==> src/rtl/if_fetch_unit.sv <==
// Instruction fetch unit: issues word fetches to instruction memory and holds
// one fetched word in a buffer that feeds the IF/ID register. A redirect from
// ID flushes the buffer and restarts fetching at the branch target. Any fetch
// still in flight at that point is allowed to complete and its data is dropped.
//
// state   | meaning
// --------+-------------------------------------------------------------------
// ISSUE   | may start a request at pc_q this cycle (if the buffer can take it)
// WAIT    | request outstanding, address held, data will be captured on ack
// DISCARD | request outstanding after a redirect, data dropped on ack
module if_fetch_unit #(
    parameter logic [31:0] RESET_PC = 32'h0000_0000
) (
    input  logic        clock__i,
    input  logic        reset_n__i,
    input  logic        hazard__i,
    input  logic        branch_taken__i,
    input  logic [31:0] branch_target__i,
    output logic        imem_req__o,
    output logic [31:0] imem_addr__o,
    input  logic        imem_ack__i,
    input  logic [31:0] imem_data__i,
    output logic [31:0] instr__o,
    output logic [31:0] PC_4__o,
    output logic        flush__o
);

    localparam logic [1:0] ST_ISSUE   = 2'd0;
    localparam logic [1:0] ST_WAIT    = 2'd1;
    localparam logic [1:0] ST_DISCARD = 2'd2;

    logic [1:0]  state_q;
    logic [1:0]  state_d;
    logic [31:0] pc_q;
    logic [31:0] hold_addr_q;
    logic        buf_valid_q;
    logic [31:0] buf_instr_q;
    logic [31:0] buf_pc_q;

    logic        consume;
    logic        issue_ok;
    logic        ack_eff;
    logic        capture;

    // Request generation, buffer presentation and capture/consume decisions.
    // A request from ISSUE is only made when the buffer will be free at the
    // edge, so a capture never lands on an unconsumed word. Outputs are held
    // quiet while reset is asserted.
    always_comb begin
        consume  = buf_valid_q & ~hazard__i & ~branch_taken__i;
        issue_ok = ~buf_valid_q | (~hazard__i & ~branch_taken__i);

        imem_req__o  = 1'b0;
        imem_addr__o = pc_q;
        case (state_q)
            ST_ISSUE: begin
                imem_req__o  = issue_ok & reset_n__i;
                imem_addr__o = pc_q;
            end
            ST_WAIT, ST_DISCARD: begin
                imem_req__o  = reset_n__i;
                imem_addr__o = hold_addr_q;
            end
            default: begin
                imem_req__o  = 1'b0;
                imem_addr__o = pc_q;
            end
        endcase

        ack_eff  = imem_ack__i & imem_req__o;
        capture  = ack_eff & ~branch_taken__i & (state_q != ST_DISCARD);
        flush__o = branch_taken__i & reset_n__i;

        instr__o = buf_valid_q ? buf_instr_q : 32'h0;
        PC_4__o  = buf_valid_q ? (buf_pc_q + 32'd4) : 32'h0;
    end

    // Next-state logic; a redirect overrides the normal transitions. An
    // outstanding request that is not acked alongside the redirect still has
    // to be waited out, so it moves to DISCARD.
    always_comb begin
        state_d = state_q;
        if (branch_taken__i) begin
            if (ack_eff) begin
                state_d = ST_ISSUE;
            end else if (imem_req__o) begin
                state_d = ST_DISCARD;
            end else begin
                state_d = ST_ISSUE;
            end
        end else begin
            case (state_q)
                ST_ISSUE:   if (imem_req__o && !ack_eff) state_d = ST_WAIT;
                ST_WAIT:    if (ack_eff) state_d = ST_ISSUE;
                ST_DISCARD: if (ack_eff) state_d = ST_ISSUE;
                default:    state_d = ST_ISSUE;
            endcase
        end
    end

    // State, PC and buffer registers.
    always_ff @(posedge clock__i or negedge reset_n__i) begin
        if (!reset_n__i) begin
            state_q     <= ST_ISSUE;
            pc_q        <= RESET_PC;
            hold_addr_q <= RESET_PC;
            buf_valid_q <= 1'b0;
            buf_instr_q <= 32'h0;
            buf_pc_q    <= 32'h0;
        end else begin
            state_q <= state_d;

            // The address must stay stable for as long as the request is open,
            // even if pc_q is redirected meanwhile.
            if (state_q == ST_ISSUE && imem_req__o && !ack_eff) begin
                hold_addr_q <= pc_q;
            end

            if (branch_taken__i) begin
                buf_valid_q <= 1'b0;
                pc_q        <= branch_target__i & 32'hFFFF_FFFC;
            end else if (capture) begin
                buf_instr_q <= imem_data__i;
                buf_pc_q    <= imem_addr__o;
                buf_valid_q <= 1'b1;
                pc_q        <= imem_addr__o + 32'd4;
            end else if (consume) begin
                buf_valid_q <= 1'b0;
            end
        end
    end

endmodule
==> config.mk <==
export PLATFORM = sky130hd
export DESIGN_NAME = if_fetch_unit
export DESIGN_NICKNAME = d
export VERILOG_FILES = /design/src/rtl/if_fetch_unit.sv
export SDC_FILE = /design/constraint.sdc
export NUM_CORES = 1
export LEC_CHECK = 0
export ABC_AREA = 1
export CORE_ASPECT_RATIO = 0.6
export CORE_MARGIN = 3
export CORE_UTILIZATION = 40
export CTS_CLUSTER_DIAMETER = 100
export DETAILED_ROUTE_END_ITERATION = 10
export PLACE_DENSITY = 0.65
export SLEW_MARGIN = 40
export SYNTH_ARGS = -nofsm -noshare
export SYNTH_HDL_FRONTEND = slang
export SYNTH_SLANG_ARGS = --single-unit
==> constraint.sdc <==
create_clock -name clock__i -period 2.7 [get_ports clock__i]
set_input_delay 0.405 -clock clock__i [delete_from_list [all_inputs] [get_ports clock__i]]
set_output_delay 0.405 -clock clock__i [all_outputs]
set_load 0.02 [all_outputs]
==> qor.yml, run 1 <==
outcome: "complete, no violations"
via_count: 7937
fin_area_um2: 10500
grt_usage: 0.240
finalMaxSlewViolations: 0
syn_inst: 1115
ant_nets: 0
die_h_um: 114
initial_core_util: 0.418
finalCritPeriodShare: 0.981
rrSetupSlack_ns: 0.19
synth_area_um2: 7730
port_buffers: 164
cts_tree: "yes"
endpoint_kind: "output port"
p_leak_nw: 5.30
ys_types: 41
clk_pin_slew_worst_paths_ns: 0.06
fillers: 1771
crit_path_frequent_cell: "nand2_2"
syn_nets: 1189
io_pins: 167
fin_skew_ns: 0.0117
worstMarginPinSlew_ns: 0.765
power.density_nw_per_um2: 952
hpwlAfterDp_um: 17900
grt_pass1_vias: 7402
fmax_mhz: 377
finalSetupViolCount: 0
path_class: "reg -> out"
nets: 1383
gp_congestion: 0.926
relSlewSlack: 0.490
core_um2: 18500
min_path_type: "in -> async"
final_cell_mix: "453 x nand2_1, 131 x dfrtp_1, 113 x inv_1"
postCtsSetupBuffers: 0
remaining_drc_errors: 0
cts_sinks: 131
max-cap-violations: 0
die_w_um: 185
hold_viol: 0
grt_pass1_wl_um: 39600
num_antenna_cells: 0
critPathLaunchType: "flip-flop"
path_cells: "ha_2 > nand3_2 > nor2_1 > nand2_2 > nor3_4 > nand2_2 > nor2_2 > o21ai_0 > a21oi_1 > buf_4"
drive_gt1_frac: 0.133
placed_cells: 1530
required_ns: 2.30
routedWlPerCell_um: 16.0
crit_path_top_delay_cell: "dfrtp_1"
syn_to_final_growth_pct: 35.4
drt_wl_total_um: 24900
antenna_found_initial: 0
clockBufferDepth: 2
core.rowCount: 38
post_synth.cell_area_avg_um2: 6.93
ir_drop_mv: 0.503
initialDrtViolationCount: 852
gr-total-overflow: 0
cts-root-buf: "clkbuf_16"
max_stage_delay_ns: 0.36
vias_per_cell: 5.08
arrival_ns: 2.24
die-area_um2: 21100
hold_buffers: 0
ys_seq_area_frac: 0.424
grt_max_degree: 132
fin_cells: 1562
ys_warn_count: 0
clk_latency_ns: 0.42
layout_commonest_cell: "nand2_1"
min_period_ns: 2.65
first_pass_iters: 5
placed_area_um2: 9910
htreeDepth: 4
timing.hold.ws_ns: 0.0784
rsz0062_at_grt: "yes"
cts_buffers: 17
yosys_register_bits: 131
worstPathMaxFanout: 4
## cell families after synthesis
family                     count (synthesis)  synth area share
buffers and inverters                    163            0.0894
and+or+nand+nor                          665             0.365
xor gates and xnor gates                  14            0.0159
adders and majority gates                  5           0.00809
DFF                                      131             0.424
AOI/OAI and AO/OA                        137            0.0978
## routing by layer
layer	share of wire	GRT usage	vias to the layer above
met4	0.0085	0.0430	0
met2	0.40	0.330	341
met3	0.10	0.0650	22
met5	0	0	-
li1	-	-	3886
met1	0.49	0.377	3688
## power breakdown
| group | internal, mW | switching (mW) |
|---|---|---|
| Clock | 1.50 | 0.893 |
| Sequential | 2.76 | 0.556 |
| Combinational | 1.51 | 2.74 |
## path summary, 6_finish.rpt
path                                   end  cells past startpoint       startpoint
max in group asynchronous         pc_q[18]                      2       reset_n__i
min reg2reg                buf_instr_q[10]                      2  buf_instr_q[10]
min                               pc_q[14]                      2       reset_n__i
min in group clock__i      buf_instr_q[10]                      2  buf_instr_q[10]
max                            PC_4__o[22]                     10      buf_pc_q[2]
max reg2reg                       pc_q[27]                     15       state_q[1]
## flip-flops by register name (all words and copies together), names as in the netlist
name / count
pc_q: 32
hold_addr_q: 32
buf_valid_q: 1
buf_instr_q: 32
state_q: 2
buf_pc_q: 32
## worst max-delay path, delay by kind of cell, from the launching register on
kind                       cells  cell delay, ns
and+or+nand+nor                6            0.88
DFF                            1            0.36
AOI/OAI and AO/OA              2            0.22
adders and majority gates      1            0.19
buffers and inverters          1            0.16
## Yosys cell counts
cell / count / area (µm²)
and2_1: 2 / 12.5
nor3_1: 12 / 60.1
o22ai_1: 1 / 6.26
nor2_8: 2 / 40.0
o211ai_1: 5 / 37.5
o21ai_1: 18 / 90.1
xor2_1: 10 / 87.6
o21bai_1: 5 / 37.5
o31ai_1: 1 / 7.51
buf_1: 1 / 3.75
nand2_4: 1 / 11.3
o21ai_0: 68 / 340
buf_2: 17 / 85.1
clkbuf_1: 18 / 67.6
nand2_1: 459 / 1720
a31oi_1: 4 / 25.0
nand4_1: 11 / 68.8
buf_4: 2 / 15.0
nand3_1: 46 / 230
nand3b_1: 5 / 37.5
or2_2: 1 / 6.26
dfrtp_1: 131 / 3280
a22oi_1: 1 / 7.51
xnor2_1: 4 / 35.0
buf_6: 6 / 67.6
o21a_1: 7 / 52.6
inv_1: 113 / 424
a211oi_1: 2 / 15.0
inv_2: 5 / 18.8
o21ai_2: 3 / 26.3
nor4_1: 6 / 37.5
nor2_4: 3 / 33.8
inv_6: 1 / 8.76
nand2_2: 22 / 138
nor3_2: 2 / 20.0
ha_1: 5 / 62.6
nand4_4: 1 / 21.3
nand3_2: 1 / 10.0
nor2_2: 11 / 68.8
a21oi_1: 22 / 110
nor2_1: 80 / 300
## per-stage QoR
step	worst slack, ns	TNS [ns]	power, mW	util
6_report	0.0503	0	9.96	0.566
5_1_grt	-0.132	-0.463	10.6	0.566
4_1_cts	-0.119	-0.119	9.96	0.565
3_5_place_dp	-0.00419	-0.00476	7.70	0.536
3_3_place_gp	0.0367	0	7.64	0.536
2_1_floorplan	0.410	0	5.83	-
## layout make-up
cell class | count | area [µm²] | share of cell area
clock inverters | 9 | 128 | 0.0122
flip-flops and latches | 131 | 3280 | 0.313
repair buffers | 219 | 1990 | 0.190
inverters | 119 | 454 | 0.0434
multi-input cells | 821 | 3850 | 0.368
well taps | 240 | 300 | 0.0287
clock buffers | 23 | 468 | 0.0447
## what timing repair did
item	in CTS	in global routing
pin swaps	3	4
gates resized for setup	78	54
endpoints found under the setup margin	58	41
gates cloned	0	0
No activity file was read; power rests on OpenSTA's default activity.
==> run 2, diff against run 1 <==
- SETUP_SLACK_MARGIN: not set -> 0.2
==> run 2 against run 1 <==
Sequential cell count stayed put. Worst setup slack better by 0.0042 ns. Sequential power hardly changed. Die area stayed put. Clock power hardly changed. Clock-buffer cell count stayed put. Non-clock buffer count is 14 higher. Cell count is 0.90% higher. Critical path depth is 1 higher. First-iteration DRC count is 17% lower.
==> qor.yml, run 2 (same netlist as run 1, synthesis figures left out) <==
min_period_ns: 2.65  # about the same
cts-root-buf: "clkbuf_16"  # unchanged
vias_per_cell: 5.15  # was 5.08
via_count: 8111  # was 7937
fin_area_um2: 10800  # was 10500 µm²
clockBufferDepth: 2  # unchanged
grt_pass1_vias: 7507  # was 7402
antenna_found_initial: 0  # unchanged
endpoint_kind: "output port"  # unchanged
first_pass_iters: 5  # unchanged
syn_to_final_growth_pct: 40.1  # was 35.4%
power.density_nw_per_um2: 947  # was 952 nW/µm²
outcome: "complete, no violations"  # unchanged
hold_viol: 0  # unchanged
fin_skew_ns: 0.0119  # was 0.0117 ns
drive_gt1_frac: 0.186  # was 0.133
clk_latency_ns: 0.42  # about the same
critPathLaunchType: "flip-flop"  # unchanged
path_class: "reg -> out"  # unchanged
fmax_mhz: 378  # was 377 MHz
p_leak_nw: 5.37  # was 5.30 nW
finalMaxSlewViolations: 0  # unchanged
rrSetupSlack_ns: 0.34  # was 0.19 ns
fillers: 1736  # was 1771
finalCritPeriodShare: 0.980  # was 0.981
relSlewSlack: 0.502  # was 0.490
use_met1: 0.376  # was 0.377
grt_usage: 0.242  # was 0.240
layout_commonest_cell: "nand2_1"  # unchanged
tns_ns: 0  # unchanged
met2_usage: 0.338  # was 0.330
die_w_um: 185  # unchanged
globalRouteMet3Util: 0.0663  # was 0.0650
htreeDepth: 4  # unchanged
cts_buffers: 17  # unchanged
cts_tree: "yes"  # unchanged
top_usage_layer: "met1"  # unchanged
initialDrtViolationCount: 704  # was 852
core.rowCount: 38  # unchanged
drt_wl_total_um: 25600  # was 24900 µm
grt_pass1_wl_um: 40000  # was 39600 µm
nets: 1397  # was 1383
io_pins: 167  # unchanged
clk_pin_slew_worst_paths_ns: 0.07  # was 0.06 ns
worstMarginPinSlew_ns: 0.748  # was 0.765 ns
die_h_um: 114  # unchanged
placed_area_um2: 9910  # unchanged
remaining_drc_errors: 0  # unchanged
die-area_um2: 21100  # unchanged
arrival_ns: 2.24  # about the same
grt_max_degree: 132  # unchanged
gr-total-overflow: 0  # unchanged
routedWlPerCell_um: 16.2  # was 16.0 µm
port_buffers: 164  # unchanged
cts_sinks: 131  # unchanged
final_cell_mix: "446 x nand2_1, 126 x dfrtp_1, 109 x inv_1"  # was 453 x nand2_1, 131 x dfrtp_1, 113 x inv_1
rsz0062_at_grt: "yes"  # unchanged
worstPathMaxFanout: 4  # unchanged
ir_drop_mv: 0.500  # was 0.503 mV
hpwlAfterDp_um: 17900  # unchanged
min_path_type: "in -> async"  # unchanged
initial_core_util: 0.418  # unchanged
gp_congestion: 0.926  # unchanged
required_ns: 2.30  # about the same
max-cap-violations: 0  # unchanged
ant_nets: 0  # unchanged
finalSetupViolCount: 0  # unchanged
hold_buffers: 0  # unchanged
core_um2: 18500  # unchanged
num_antenna_cells: 0  # unchanged
run 2: final cells by class:
| cell class | count | area (µm²) | area share |
|---|---|---|---|
| clock buffers | 23 | 468 | 0.0432 |
| clock inverters | 9 | 128 | 0.0118 |
| flip-flops and latches | 131 | 3280 | 0.303 |
| inverters | 119 | 459 | 0.0424 |
| repair buffers | 233 | 2180 | 0.201 |
| well taps | 240 | 300 | 0.0277 |
| multi-input cells | 821 | 4010 | 0.370 |
run 2: metal layers:
layer  share of wire  vias up
met2            0.41      360
li1                -     3917
met4          0.0096        0
met5               0        -
met3           0.095       30
met1            0.49     3804
run 2: path summary, 6_finish.rpt:
kind                       cells after the start               to           start
hold / removal                                 2  hold_addr_q[12]      reset_n__i
min in group clock__i                          2   buf_instr_q[0]  buf_instr_q[0]
setup reg to reg                              15         pc_q[20]      state_q[1]
max in group asynchronous                      2     buf_pc_q[26]      reset_n__i
hold reg to reg                                2   buf_instr_q[0]  buf_instr_q[0]
setup / recovery                              11      PC_4__o[18]     buf_pc_q[2]
run 2: what timing repair did:
| item | in CTS | in global routing |
|---|---|---|
| endpoints found under the setup margin | 65 | 75 |
| resized for setup | 187 | 80 |
| pin swaps | 10 | 20 |
| buffers inserted | 2 | 12 |
run 2: worst max-delay path: stages (launching register included):
cell     delay [ns]
dfrtp_1        0.36
ha_2           0.21
nand3_4        0.12
nor2_4         0.14
nand2_4        0.07
nor3_4         0.26
buf_4          0.16
buf_6          0.09
buf_6          0.09
a21oi_2        0.04
nor2_1         0.12
buf_4          0.16
run 2: power by group:
group	leakage [nW]	internal, mW	switching (mW)	total (mW)
combinational	3.46	1.65	2.86	4.51
sequential	1.62	2.76	0.575	3.34
clock	0.295	1.50	0.898	2.40
total	5.37	5.91	4.34	10.2
run 2: per-stage QoR:
stage / power (mW) / cells / worst slack [ns] / util / hold slack, ns
floorplan: 5.83 / 1115 / 0.410 / - / 0.109
global placement: 7.64 / 1530 / 0.0367 / 0.536 / 0.455
detailed placement: 7.70 / 1530 / -0.00419 / 0.536 / 0.458
CTS: 10.1 / 1564 / 0.0616 / 0.573 / 0.173
global route: 10.9 / 1576 / -0.0536 / 0.585 / 0.201
finish: 10.2 / 1576 / 0.0545 / 0.585 / 0.0933
